## src/rtl/hazard_control_pkg.sv

```systemverilog
// Shared decode constants, multdiv FSM state type and instruction classifiers
// for the decode-stage hazard controller.
package hazard_control_pkg;

   localparam logic [4:0]  OP_RTYPE = 5'b00000;
   localparam logic [4:0]  OP_LW    = 5'b01000;
   localparam logic [4:0]  ALU_MUL  = 5'b00110;
   localparam logic [4:0]  ALU_DIV  = 5'b00111;
   localparam logic [31:0] NOP      = 32'h0;

   typedef enum logic [1:0] {
      MD_IDLE  = 2'd0,
      MD_START = 2'd1,
      MD_BUSY  = 2'd2,
      MD_DONE  = 2'd3
   } md_state_e;

   function automatic logic is_load(input logic [31:0] insn);
      return insn[31:27] == OP_LW;
   endfunction

   function automatic logic is_muldiv(input logic [31:0] insn);
      return (insn[31:27] == OP_RTYPE) &&
             ((insn[6:2] == ALU_MUL) || (insn[6:2] == ALU_DIV));
   endfunction

endpackage

```

## src/rtl/hazard_control_md_fsm.sv

```systemverilog
// Multdiv sequencing FSM: issues the start pulse, freezes the pipeline while
// the unit is busy and aborts with a sticky flag after MD_TIMEOUT busy cycles.
module md_fsm
   import hazard_control_pkg::*;
#(
   parameter int unsigned MD_TIMEOUT = 40
) (
   input  logic clk_i,
   input  logic rst_ni,
   input  logic start_req_i,
   input  logic ready_i,
   output logic freeze_o,
   output logic start_o,
   output logic timeout_o
);

   localparam int unsigned BUSY_W = $clog2(MD_TIMEOUT + 1);

   md_state_e          state_q, state_d;
   logic [BUSY_W-1:0]  busy_cnt_q, busy_cnt_d;
   logic               timeout_q, timeout_d;

   always_ff @(posedge clk_i) begin
      if (!rst_ni) begin
         state_q    <= MD_IDLE;
         busy_cnt_q <= '0;
         timeout_q  <= 1'b0;
      end else begin
         state_q    <= state_d;
         busy_cnt_q <= busy_cnt_d;
         timeout_q  <= timeout_d;
      end
   end

   // New requests are only accepted in IDLE so a mul/div still held in D/X
   // during DONE is not restarted.
   always_comb begin
      state_d    = state_q;
      busy_cnt_d = busy_cnt_q;
      timeout_d  = timeout_q;
      case (state_q)
         MD_IDLE: begin
            if (start_req_i) begin
               state_d    = MD_START;
               busy_cnt_d = '0;
            end
         end
         MD_START: state_d = MD_BUSY;
         MD_BUSY: begin
            busy_cnt_d = busy_cnt_q + BUSY_W'(1);
            if (ready_i) begin
               state_d = MD_DONE;
            end else if (busy_cnt_q == BUSY_W'(MD_TIMEOUT - 1)) begin
               state_d   = MD_IDLE;
               timeout_d = 1'b1;
            end
         end
         MD_DONE: state_d = MD_IDLE;
         default: state_d = MD_IDLE;
      endcase
   end

   assign freeze_o  = (state_q == MD_START) || (state_q == MD_BUSY);
   assign start_o   = (state_q == MD_START);
   assign timeout_o = timeout_q;

endmodule

```

## src/rtl/hazard_control.sv

```systemverilog
// Decode-stage stall/flush controller: load-use stalls, multdiv freezes and
// branch flushes, plus a saturating stall-cycle counter.
module hazard_control
   import hazard_control_pkg::*;
#(
   parameter int unsigned MD_TIMEOUT = 40,
   parameter int unsigned CNT_W      = 16
) (
   input  logic             clock,
   input  logic             reset,
   input  logic [31:0]      de_instruction,
   input  logic [2:0]       bypass_A_sig,
   input  logic [2:0]       bypass_B_sig,
   input  logic             branch_taken,
   input  logic             multdiv_ready,
   output logic             pc_enable,
   output logic             fd_enable,
   output logic             fd_flush,
   output logic             de_enable,
   output logic             de_bubble,
   output logic             em_bubble,
   output logic             multdiv_start,
   output logic             multdiv_timeout,
   output logic [CNT_W-1:0] stall_cycles
);

   logic             load_use;
   logic             md_freeze;
   logic             md_start;
   logic [CNT_W-1:0] stall_cnt_q, stall_cnt_d;
   logic             unused_bypass;

   // Only the D/X match bits matter; X/M and M/W are covered by forwarding.
   assign unused_bypass = ^{bypass_A_sig[1:0], bypass_B_sig[1:0]};

   assign load_use = is_load(de_instruction) &&
                     (bypass_A_sig[2] || bypass_B_sig[2]) &&
                     (de_instruction[26:22] != 5'd0);

   md_fsm #(
      .MD_TIMEOUT (MD_TIMEOUT)
   ) u_md_fsm (
      .clk_i       (clock),
      .rst_ni      (reset),
      .start_req_i (is_muldiv(de_instruction)),
      .ready_i     (multdiv_ready),
      .freeze_o    (md_freeze),
      .start_o     (md_start),
      .timeout_o   (multdiv_timeout)
   );

   assign multdiv_start = md_start && reset;

   // Priority: reset, multdiv freeze, branch flush, load-use stall, run.
   always_comb begin
      pc_enable = 1'b1;
      fd_enable = 1'b1;
      de_enable = 1'b1;
      fd_flush  = 1'b0;
      de_bubble = 1'b0;
      em_bubble = 1'b0;
      if (!reset) begin
         pc_enable = 1'b0;
         fd_enable = 1'b0;
         de_enable = 1'b0;
         de_bubble = 1'b1;
         em_bubble = 1'b1;
      end else if (md_freeze) begin
         pc_enable = 1'b0;
         fd_enable = 1'b0;
         de_enable = 1'b0;
         em_bubble = 1'b1;
      end else if (branch_taken) begin
         fd_flush  = 1'b1;
         de_bubble = 1'b1;
      end else if (load_use) begin
         pc_enable = 1'b0;
         fd_enable = 1'b0;
         de_bubble = 1'b1;
      end
   end

   always_comb begin
      stall_cnt_d = stall_cnt_q;
      if (!pc_enable && (stall_cnt_q != '1)) begin
         stall_cnt_d = stall_cnt_q + CNT_W'(1);
      end
   end

   always_ff @(posedge clock) begin
      if (!reset) begin
         stall_cnt_q <= '0;
      end else begin
         stall_cnt_q <= stall_cnt_d;
      end
   end

   assign stall_cycles = stall_cnt_q;

endmodule
```

## config.mk

```make
export PLATFORM = sky130hd
export DESIGN_NAME = hazard_control
export DESIGN_NICKNAME = d
export VERILOG_FILES = /design/src/rtl/hazard_control_pkg.sv /design/src/rtl/hazard_control_md_fsm.sv /design/src/rtl/hazard_control.sv
export SDC_FILE = /design/constraint.sdc
export NUM_CORES = 1
export LEC_CHECK = 0
export CAP_MARGIN = 20
export CORE_UTILIZATION = 41
export CTS_CLUSTER_SIZE = 16
export DETAILED_ROUTE_END_ITERATION = 7
export GPL_TIMING_DRIVEN = 0
export PLACE_DENSITY = 0.87
export SLEW_MARGIN = 20
export SYNTH_ARGS = -nofsm -noshare
export SYNTH_HDL_FRONTEND = slang
export SYNTH_SLANG_ARGS = --single-unit
```

## constraint.sdc

```tcl
create_clock -name clock -period 2.41 [get_ports clock]
set_input_delay 0.241 -clock clock [delete_from_list [all_inputs] [get_ports clock]]
set_output_delay 0.241 -clock clock [all_outputs]
set_load 0.02 [all_outputs]
```

Word level (Yosys, flattened, before mapping)
Index checks and enable logic that the tools add are counted.
{ "totals": {"register_bits": 25, "inputBits": 42, "out_inout_bits": 24} }
{ "op_classes": {"addsub": 2, "eq_ne": 10, "muxes": 21, "bitwise": 1, "reduce_logical": 16} }
{ "ops": {"columns": ["operator", "n"], "rows": [
  ["adder 16 x 1 -> 16 bit (second input constant)", 1],
  ["inequality test 16 bit (second input constant)", 1],
  ["2-to-1 mux 1 bit", 15],
  ["one-hot mux 6 bit (2 select lines)", 1],
  ["equality test 5 x 3 -> 1 bit (second input constant)", 2],
  ["one-hot mux 2 bit (4 select lines)", 1],
  ["adder 6 x 1 -> 6 bit (second input constant)", 1],
  ["equality test 6 bit (second input constant)", 1],
  ["2-to-1 mux 2 bit", 3],
  ["2-to-1 mux 6 bit", 1],
  ["equality test 5 x 4 -> 1 bit (second input constant)", 1],
  ["logical AND 1 bit", 5],
  ["zero test 5 bit", 1],
  ["nonzero test 5 bit", 1],
  ["equality test 2 bit (second input constant)", 2],
  ["AND reduction 2 bit", 2],
  ["logical OR 1 bit", 3],
  ["inequality test 3 x 2 -> 1 bit (second input constant)", 1],
  ["AND reduction 3 bit", 1],
  ["equality test 2 x 1 -> 1 bit (second input constant)", 1],
  ["zero test 2 bit", 1],
  ["inequality test 2 x 1 -> 1 bit (second input constant)", 1],
  ["nonzero test 2 bit", 1],
  ["zero test 1 bit", 1],
  ["inverter 1 bit", 1]
]} }

Depth between registers and ports, before layout
Gate-level depths: netlist of run 1.
{ "logic_depth": {"depth_word": 9, "mapped_depth": 9, "depth_no_buf": 7} }

Hierarchy
Synthesis of run 1 repeated with hierarchy kept, for this count alone.
{ "unflattened": {"cells_unflattened": 176, "area_unflattened_um2": 1441.4} }
{ "by_module_without_submodules": {"columns": ["mod", "n_inst", "cells_per_inst", "area_per_inst_um2", "seq_area_each_um2"], "rows": [
  ["hazard_control", 1, 119, 954.7, 320.3],
  ["md_fsm", 1, 57, 486.7, 180.2]
]} }

Least setup slack after synthesis of run 1
OpenSTA, ideal clock, no wires.
{ "synth_timing": {"kind": "reg-to-output", "from": "register u_md_fsm.state_q[0]", "to": "output pc_enable", "t_arrival_ns": 2.230, "required_ns": 2.169, "path_slack_ns": -0.061, "path_stages_with_launch": 9, "path_buffers": 3, "path_cell_list": "dfxtp_1 > inv_1 > ha_1 > nor2_1 > inv_1 > a21oi_2 > buf_6 > clkbuf_1 > buf_4"} }
{ "synth_between": {"elab_chain_cells": 4, "elab_cells_between_ends": 5, "classes_between": "2 x eq/ne; 2 x mux; 1 x reduce/logical"} }
{ "synth_lines": {"columns": ["item", "line", "text"], "rows": [
  ["from (decl)", "hazard_control_md_fsm.sv:19", "md_state_e state_q, state_d;"],
  ["from (signal assigned)", "hazard_control_md_fsm.sv:29", "state_q <= state_d;"],
  ["equality test 2 x 1 -> 1 bit or equality test 2 bit (tied branches)", "hazard_control_md_fsm.sv:63", "assign freeze_o = (state_q == MD_START) || (state_q == MD_BUSY);"],
  ["logical OR 1 bit *", "hazard_control_md_fsm.sv:63", null],
  ["2-to-1 mux 1 bit * (2 in a row)", null, null],
  ["to (decl)", "hazard_control.sv:16", "output logic pc_enable,"]
]} }
Mark *: on every way between the ends. The rest lies on a longest branch, timed or not.

Final worst setup path of run 1
{ "layout_timing": {"from": "input reset", "to": "output multdiv_start"} }
{ "layout_between": {"elab_chain_cells": 1} }
{ "layout_lines": {"columns": ["item", "line", "text"], "rows": [
  ["from (decl)", "hazard_control.sv:10", "input logic reset,"],
  ["logical AND 1 bit", "hazard_control.sv:52", "assign multdiv_start = md_start && reset;"],
  ["to (decl)", "hazard_control.sv:22", "output logic multdiv_start,"]
]} }
No other way between the ends.

==> results of run 1 <==
stage by stage:
| step | area [sq um] | TNS, ns | total power [mW] | instances |
|---|---|---|---|---|
| after floorplan | 1440 | 0 | 0.547 | 175 |
| after global placement | 1920 | -1.83 | 0.634 | 264 |
| after detailed placement | 1920 | -2.10 | 0.638 | 264 |
| after CTS | 1940 | 0 | 0.832 | 267 |
| after global routing | 1950 | 0 | 0.869 | 267 |
| final | 1950 | 0 | 0.815 | 267 |
cells by family (layout without fill, tap and decap cells):
| group | Yosys count | count (layout) | synth area share (%) |
|---|---|---|---|
| simple gates | 78 | 78 | 30.0 |
| compound gates | 47 | 47 | 22.8 |
| flops | 25 | 25 | 34.9 |
| buf+inv | 16 | 62 | 5.06 |
| fa+ha+maj | 5 | 5 | 4.36 |
| mux | 4 | 4 | 2.88 |
power groups by stage:
stage                     Sequential [mW]  Clock, mW  Combinational, mW
after detailed placement            0.439          0              0.199
after CTS                           0.430      0.209              0.193
after global placement              0.438          0              0.196
after global routing                0.432      0.230              0.207
final                               0.430      0.195              0.190
after floorplan                     0.442          0              0.104
flip-flops by register name, summed over array words and instances (netlist names):
signal	count
u_md_fsm.busy_cnt_q	6
u_md_fsm.state_q	2
stall_cycles	16
u_md_fsm.timeout_o	1
layout make-up:
cell class | count | area [sq um]
plain buffers | 7 | 38.8
clock inverters | 1 | 7.51
well taps | 46 | 57.6
multi-input cells | 134 | 866
inverters | 8 | 31.3
clock buffers | 3 | 22.5
repair buffers | 43 | 424
flip-flops and latches | 25 | 500
fillers | 322 | 1390
layout by cell type (no fill, tap or decap), types with 3 or more instances in the layout:
| cell | instances |
|---|---|
| nand2_1 | 12 |
| nor3_1 | 7 |
| nand2b_1 | 3 |
| clkbuf_4 | 3 |
| nor2_1 | 14 |
| and3_1 | 3 |
| a21oi_1 | 14 |
| inv_1 | 7 |
| o21a_1 | 5 |
| or4_1 | 7 |
| clkbuf_1 | 4 |
| mux2i_1 | 3 |
| nand3_1 | 11 |
| o21ai_0 | 11 |
| nand4_1 | 5 |
| ha_1 | 5 |
| o31ai_1 | 6 |
| dfxtp_1 | 25 |
| clkdlybuf4s50_1 | 39 |
per-layer routing:
layer	global-route usage, %	routed length (microns)
met3	5.25	129
met1	22.7	1470
met4	5.84	28
met5	0	0
met2	33.1	1630
worst max-delay path by stage:
stage,to,depth (start not counted)
floorplan,pc_enable,8
global placement,pc_enable,9
detailed placement,pc_enable,9
CTS,fd_flush,6
global route,pc_enable,8
finish,multdiv_start,4
worst max-delay path, delay by kind of cell:
family	cells	cell delay (ns)
buffers and inverters	3	1.60
AND/OR/NAND/NOR	1	0.18
what timing repair did:
item | CTS | global route
pin swaps | 1 | 0
resized for setup | 5 | 4
setup endpoints to repair | 3 | 12
==> results by group, run 1 <==
Worst hold path
  • Tightest Hold Check Type: reg2reg
  • Hold Path Origin: u_md_fsm.timeout_o
  • Hold Crit Depth: 2
  • Hold Path Sink: u_md_fsm.timeout_o

Floorplan
  • Die width: 61.1 microns
  • Total core area: 3340 sq um
  • Chip height: 61.1 microns
  • Row count: 21
  • Die area: 3740 sq um
  • Starting Density: 43.0%
  • I/O pins: 66

Clocking
  • Clock Latency Late Sink: 0.33 ns
  • CTS Buf Count: 3
  • CTS clk-pin slew, worst paths: 0.13 ns
  • Clock tree buffer depth: 2
  • CTS tree: done
  • Root Buffer: clkbuf_4
  • Total setup buffers inserted after CTS: 0
  • H-tree Lvls: 1
  • CTS Sinks: 25
  • CTS Hold Bufs: 0

Detailed routing
  • DR WL/cell: 12.2 microns
  • DR vias/cell: 5.43
  • DRT Pass-1 Iters: 4
  • Vias after detailed routing: 1450
  • Detailed Route Iter0 Violations: 66
  • ANT nets after route: 0
  • Total wire length: 3.26 mm
  • DRC: 0

Global route
  • First-pass GRT wire length: 5.33 mm
  • Number of global-route vias before repair: 1217
  • Largest net degree at the start of global routing: 21
  • GRT Resource Usage Total: 19.0%
  • Overflow after GRT: 0
  • Initial antenna violation count: 0

STA
  • Hold Vio Cnt, Final: 0
  • Worst relative slew slack: 56.5%
  • Max Clock Skew: 0.0183 ns
  • Worst hold slack: 0.491 ns
  • Setup violators final: 0
  • Min Clock Period, post-route: 2.27 ns
  • Max-slew violations: 0
  • Period utilization: 94.0%
  • Final worst slack: 0.145 ns
  • Fmax: 0.441 GHz
  • Slew @ Worst Pin: 0.646 ns
  • RSZ-0062 raised after global routing: no

Worst setup path
  • Crit path from: reset
  • Most used cell, CP: clkdlybuf4s50_1
  • Worst EP required: 2.17 ns
  • Worst setup EP type: primary output
  • FF-to-FF path depth: 6
  • Critical path class: in2out
  • CP peak stage delay: 0.62 ns
  • Reg-to-reg endpoint: stall_cycles[9]
  • Worst-path cell chain: clkdlybuf4s50_1 > clkbuf_1 > and2_1 > clkdlybuf4s50_1
  • Crit path max fanout: 10
  • RR Startpoint: stall_cycles[2]
  • Startpoint types: primary input
  • CP arrival: 2.02 ns
  • Slowest-stage cell, CP: clkdlybuf4s50_1
  • Reg-to-reg slack, setup: 0.28 ns

Pwr
  • Leak: 0.648 nW
  • PwrDens: 418 nW/um^2
  • Net Sw Frac: 29.5%
  • Max VDD drop: 0.000360 V
  • P_sw: 240 uW
  • Share of power burned in registers: 52.7%
  • Pint: 575 uW
  • Combinational Power Share: 23.3%
  • Clock power share: 23.9%

Status
  • Status: finished clean

Yosys
  • Synth Instances: 175
  • YS warnings: 0
  • Post-synth ARST share: 0%
  • Unique masters post-synth: 43
  • Ys flop type: dfxtp_1
  • Post-synth top area cell: dfxtp_1
  • Synth area leaders: dfxtp_1 (35%), a21oi_1 (4.9%), ha_1 (4.4%)
  • Number of synthesized flops with an enable pin: 0
  • Commonest cells post-synth: dfxtp_1 (25), a21oi_1 (14), nor2_1 (14)
  • Sequential area share after synthesis: 34.9%
  • Cell with the most instances after synthesis: dfxtp_1
  • #FFs+latches synth: 25
  • Area of the mapped netlist: 1430 sq um
  • Synth top area share: 34.9%
  • Synth Net Count: 222
  • Avg Inst Size Synth: 8.19 sq um

Cells and area
  • Synth-to-layout area growth: 35.9%
  • Nets: 269
  • Layout cell share with drive strength beyond 1: 8.14%
  • Final core utilization: 58.4%
  • Ant diodes: 0

Placed design
  • IO Port Bufs: 43
  • Place WS: -0.529 ns
  • DP HPWL: 2.54 mm
  • Final GP Congestion: 0.909

Flow run
  • Max-cap viol count: 0
(Power assumes the default switching activity.)
==> run 2: changes to the inputs <==
CORE_UTILIZATION = 44   (was 41)
PLACE_DENSITY = 0.92   (was 0.87)
clock period = 2.93 ns   (was 2.41 ns; I/O delays follow)
==> run 2 against run 1 <==
Compared with the run above:
- design area barely moved
- global-route usage rose by 1.7 points
- critical endpoint is now pc_enable
- setup slack improved by 0.047 ns
- die area fell by 6.6%
- flip-flop and latch count did not move
- first-iteration DRC count rose by 12%
- register-to-register slack improved by 0.28 ns
- via count rose by 4.5%
- power fell by 18%
- worst hold slack got worse by 0.11 ns
==> results by group, run 2 (synthesis results as in run 1) <==
Global route
  • Initial antenna violation count: 0 (unchanged)
  • Overflow after GRT: 0 (unchanged)
  • Largest net degree at the start of global routing: 21 (unchanged)
  • Number of global-route vias before repair: 1304 (+7.1%)
  • First-pass GRT wire length: 5.71 mm (+7.3%)
  • GRT Resource Usage Total: 20.7% (+1.7 points)

Cells and area
  • Fin cells: 265 (-0.75%)
  • Most frequent cells in the layout: clkdlybuf4s50_1 (42), dfxtp_1 (25), nor2_1 (14), a21oi_1 (14), nand2_1 (12)
  • Synth-to-layout area growth: 36.0% (about the same)
  • Commonest non-fill, non-tap cell in the layout: clkdlybuf4s50_1
  • Layout cell share with drive strength beyond 1: 6.79% (-1.4 points)
  • Largest register FFs: 16 (unchanged)
  • Final Cell Area: 1950 sq um (about the same)
  • Nets: 269 (unchanged)
  • Ant diodes: 0 (unchanged)

Worst setup path
  • CP peak stage delay: 0.58 ns (-0.04 ns)
  • Worst Path Buf+Inv: 4 (+1)
  • Worst setup EP type: primary output
  • Most used cell, CP: clkdlybuf4s50_1
  • Startpoint types: primary input
  • CP arrival: 2.45 ns (+0.43 ns)
  • Worst EP required: 2.64 ns (+0.47 ns)
  • CP top delay family: buffers and inverters
  • Critical path class: in2out
  • Reg-to-reg slack, setup: 0.56 ns (+0.28 ns)
  • Worst-path cell chain: clkdlybuf4s50_1 > or4_4 > a211oi_4 > a21oi_2 > buf_6 > buf_4 > clkdlybuf4s50_1
  • Slowest-stage cell, CP: or4_4
  • Crit path max fanout: 20 (+10)

Floorplan
  • Chip height: 59.1 microns (-3.4%)
  • Total core area: 3080 sq um (-7.8%)
  • Row count: 20 (-4.8%)
  • I/O pins: 66 (unchanged)
  • Die width: 59.1 microns (-3.4%)
  • Starting Density: 46.6% (+3.6 points)
  • Die area: 3490 sq um (-6.6%)

Clocking
  • CTS Buf Count: 3 (unchanged)
  • CTS tree: done
  • CTS clk-pin slew, worst paths: 0.14 ns (about the same)
  • H-tree Lvls: 1 (unchanged)
  • Clock tree buffer depth: 2 (unchanged)
  • CTS Sinks: 25 (unchanged)
  • Root Buffer: clkbuf_4
  • Clock Latency Late Sink: 0.31 ns (-0.02 ns)
  • CTS Hold Bufs: 0 (unchanged)

Placed design
  • Placed insts: 262 (-0.76%)
  • DP HPWL: 2.58 mm (+1.5%)
  • IO Port Bufs: 43 (unchanged)
  • Placed cell areas: 1920 sq um (-0.19%)
  • Final GP Congestion: 0.785 (-14%)

STA
  • Setup violators final: 0 (unchanged)
  • Max Clock Skew: 0.00198 ns (-0.0164 ns)
  • Hold Vio Cnt, Final: 0 (unchanged)
  • Worst relative slew slack: 47.4% (-9.0 points)
  • Worst hold slack: 0.384 ns (-0.107 ns)
  • Min Clock Period, post-route: 2.74 ns
  • Slew @ Worst Pin: 0.782 ns (+0.136 ns)
  • Period utilization: 93.5%
  • Max-slew violations: 0 (unchanged)
  • Fmax: 0.365 GHz
  • RSZ-0062 raised after global routing: no

Pwr
  • Net Sw Frac: 28.9% (-0.52 points)
  • Share of power burned in registers: 52.8% (about the same)
  • Leak: 0.642 nW (-0.92%)
  • Max VDD drop: 0.000248 V (-31%)
  • PwrDens: 343 nW/um^2 (-18%)
  • P_sw: 194 uW (-19%)
  • Clock power share: 22.7% (-1.2 points)
  • Pint: 475 uW (-17%)
  • Combinational Power Share: 24.4% (+1.1 points)

Detailed routing
  • DR vias/cell: 5.72 (+5.3%)
  • Vias after detailed routing: 1515 (+4.5%)
  • Total wire length: 3.42 mm (+4.8%)
  • DRC: 0 (unchanged)
  • ANT nets after route: 0 (unchanged)
  • Detailed Route Iter0 Violations: 74 (+12%)
  • DRT Pass-1 Iters: 4 (unchanged)
  • DR WL/cell: 12.9 microns (+5.6%)

Flow run
  • Max-cap viol count: 0 (unchanged)

Worst hold path
  • Tightest Hold Check Type: in2reg

Status
  • Status: finished clean
[run 2: cell count changes in the layout (fill, tap and decap cells not counted), sizes merged]
cell           previous run  this run
clkbuf                    8         7
buf                       4         3
clkdlybuf4s50            39        42
dlygate4sd2               1         0
[run 2: final timing paths]
kind	from	to	cells after the start
worst min register to register	u_md_fsm.timeout_o	u_md_fsm.timeout_o	2
worst min-delay path	reset	stall_cycles[5]	3
worst max-delay path	de_instruction[31]	pc_enable	7
worst max register to register	stall_cycles[2]	stall_cycles[6]	6
[run 2: what timing repair did]
item                                    CTS  global route
resized for setup                         0             2
setup buffers                             0             0
cloned                                    0             0
endpoints found under the setup margin    2             1
[run 2: routing by layer]
layer / track usage [%] / part of all wire, % / vias to the layer above / wire length, microns
li1: - / - / 745 / -
met1: 28.2 / 45 / 709 / 1540
met2: 34.9 / 49 / 57 / 1660
met3: 2.62 / 5.7 / 4 / 194
met4: 4.76 / 0.67 / 0 / 23
met5: 0 / 0 / - / 0
[run 2: power groups by stage]
stage	clock network, mW	registers, mW	logic [mW]
2_1_floorplan	0	0.364	0.0852
6_report	0.152	0.353	0.164
3_3_place_gp	0	0.361	0.161
5_1_grt	0.177	0.355	0.177
3_5_place_dp	0	0.361	0.164
4_1_cts	0.159	0.353	0.162
[run 2: area by class of cell]
cell class | count | area, sq um
fill | 260 | 1130
multi-input combinational | 134 | 861
sequential | 25 | 500
timing repair buffer | 43 | 433
tap | 44 | 55.1
buffer | 7 | 38.8
inverter | 8 | 33.8
clock buffer | 3 | 22.5
clock inverter | 1 | 5.00
[run 2: worst register-to-register path, stage by stage (launching register included)]
cell and delay, ns:
dfxtp_1 0.45, and4_1 0.24, nand3_1 0.18, nor3_1 0.70, clkbuf_1 0.43, nor3_1 0.13, mux2i_1 0.14
[run 2: through the flow]
step	power, mW	utilization (%)	worst slack (ns)	TNS [ns]
final	0.669	63.3	0.192	0
after global routing	0.710	63.3	0.0344	0
after CTS	0.675	63.1	0.0978	0
after detailed placement	0.525	62.4	-0.336	-0.593
after global placement	0.522	62.4	-0.297	-0.521
after floorplan	0.449	-	0.407	0
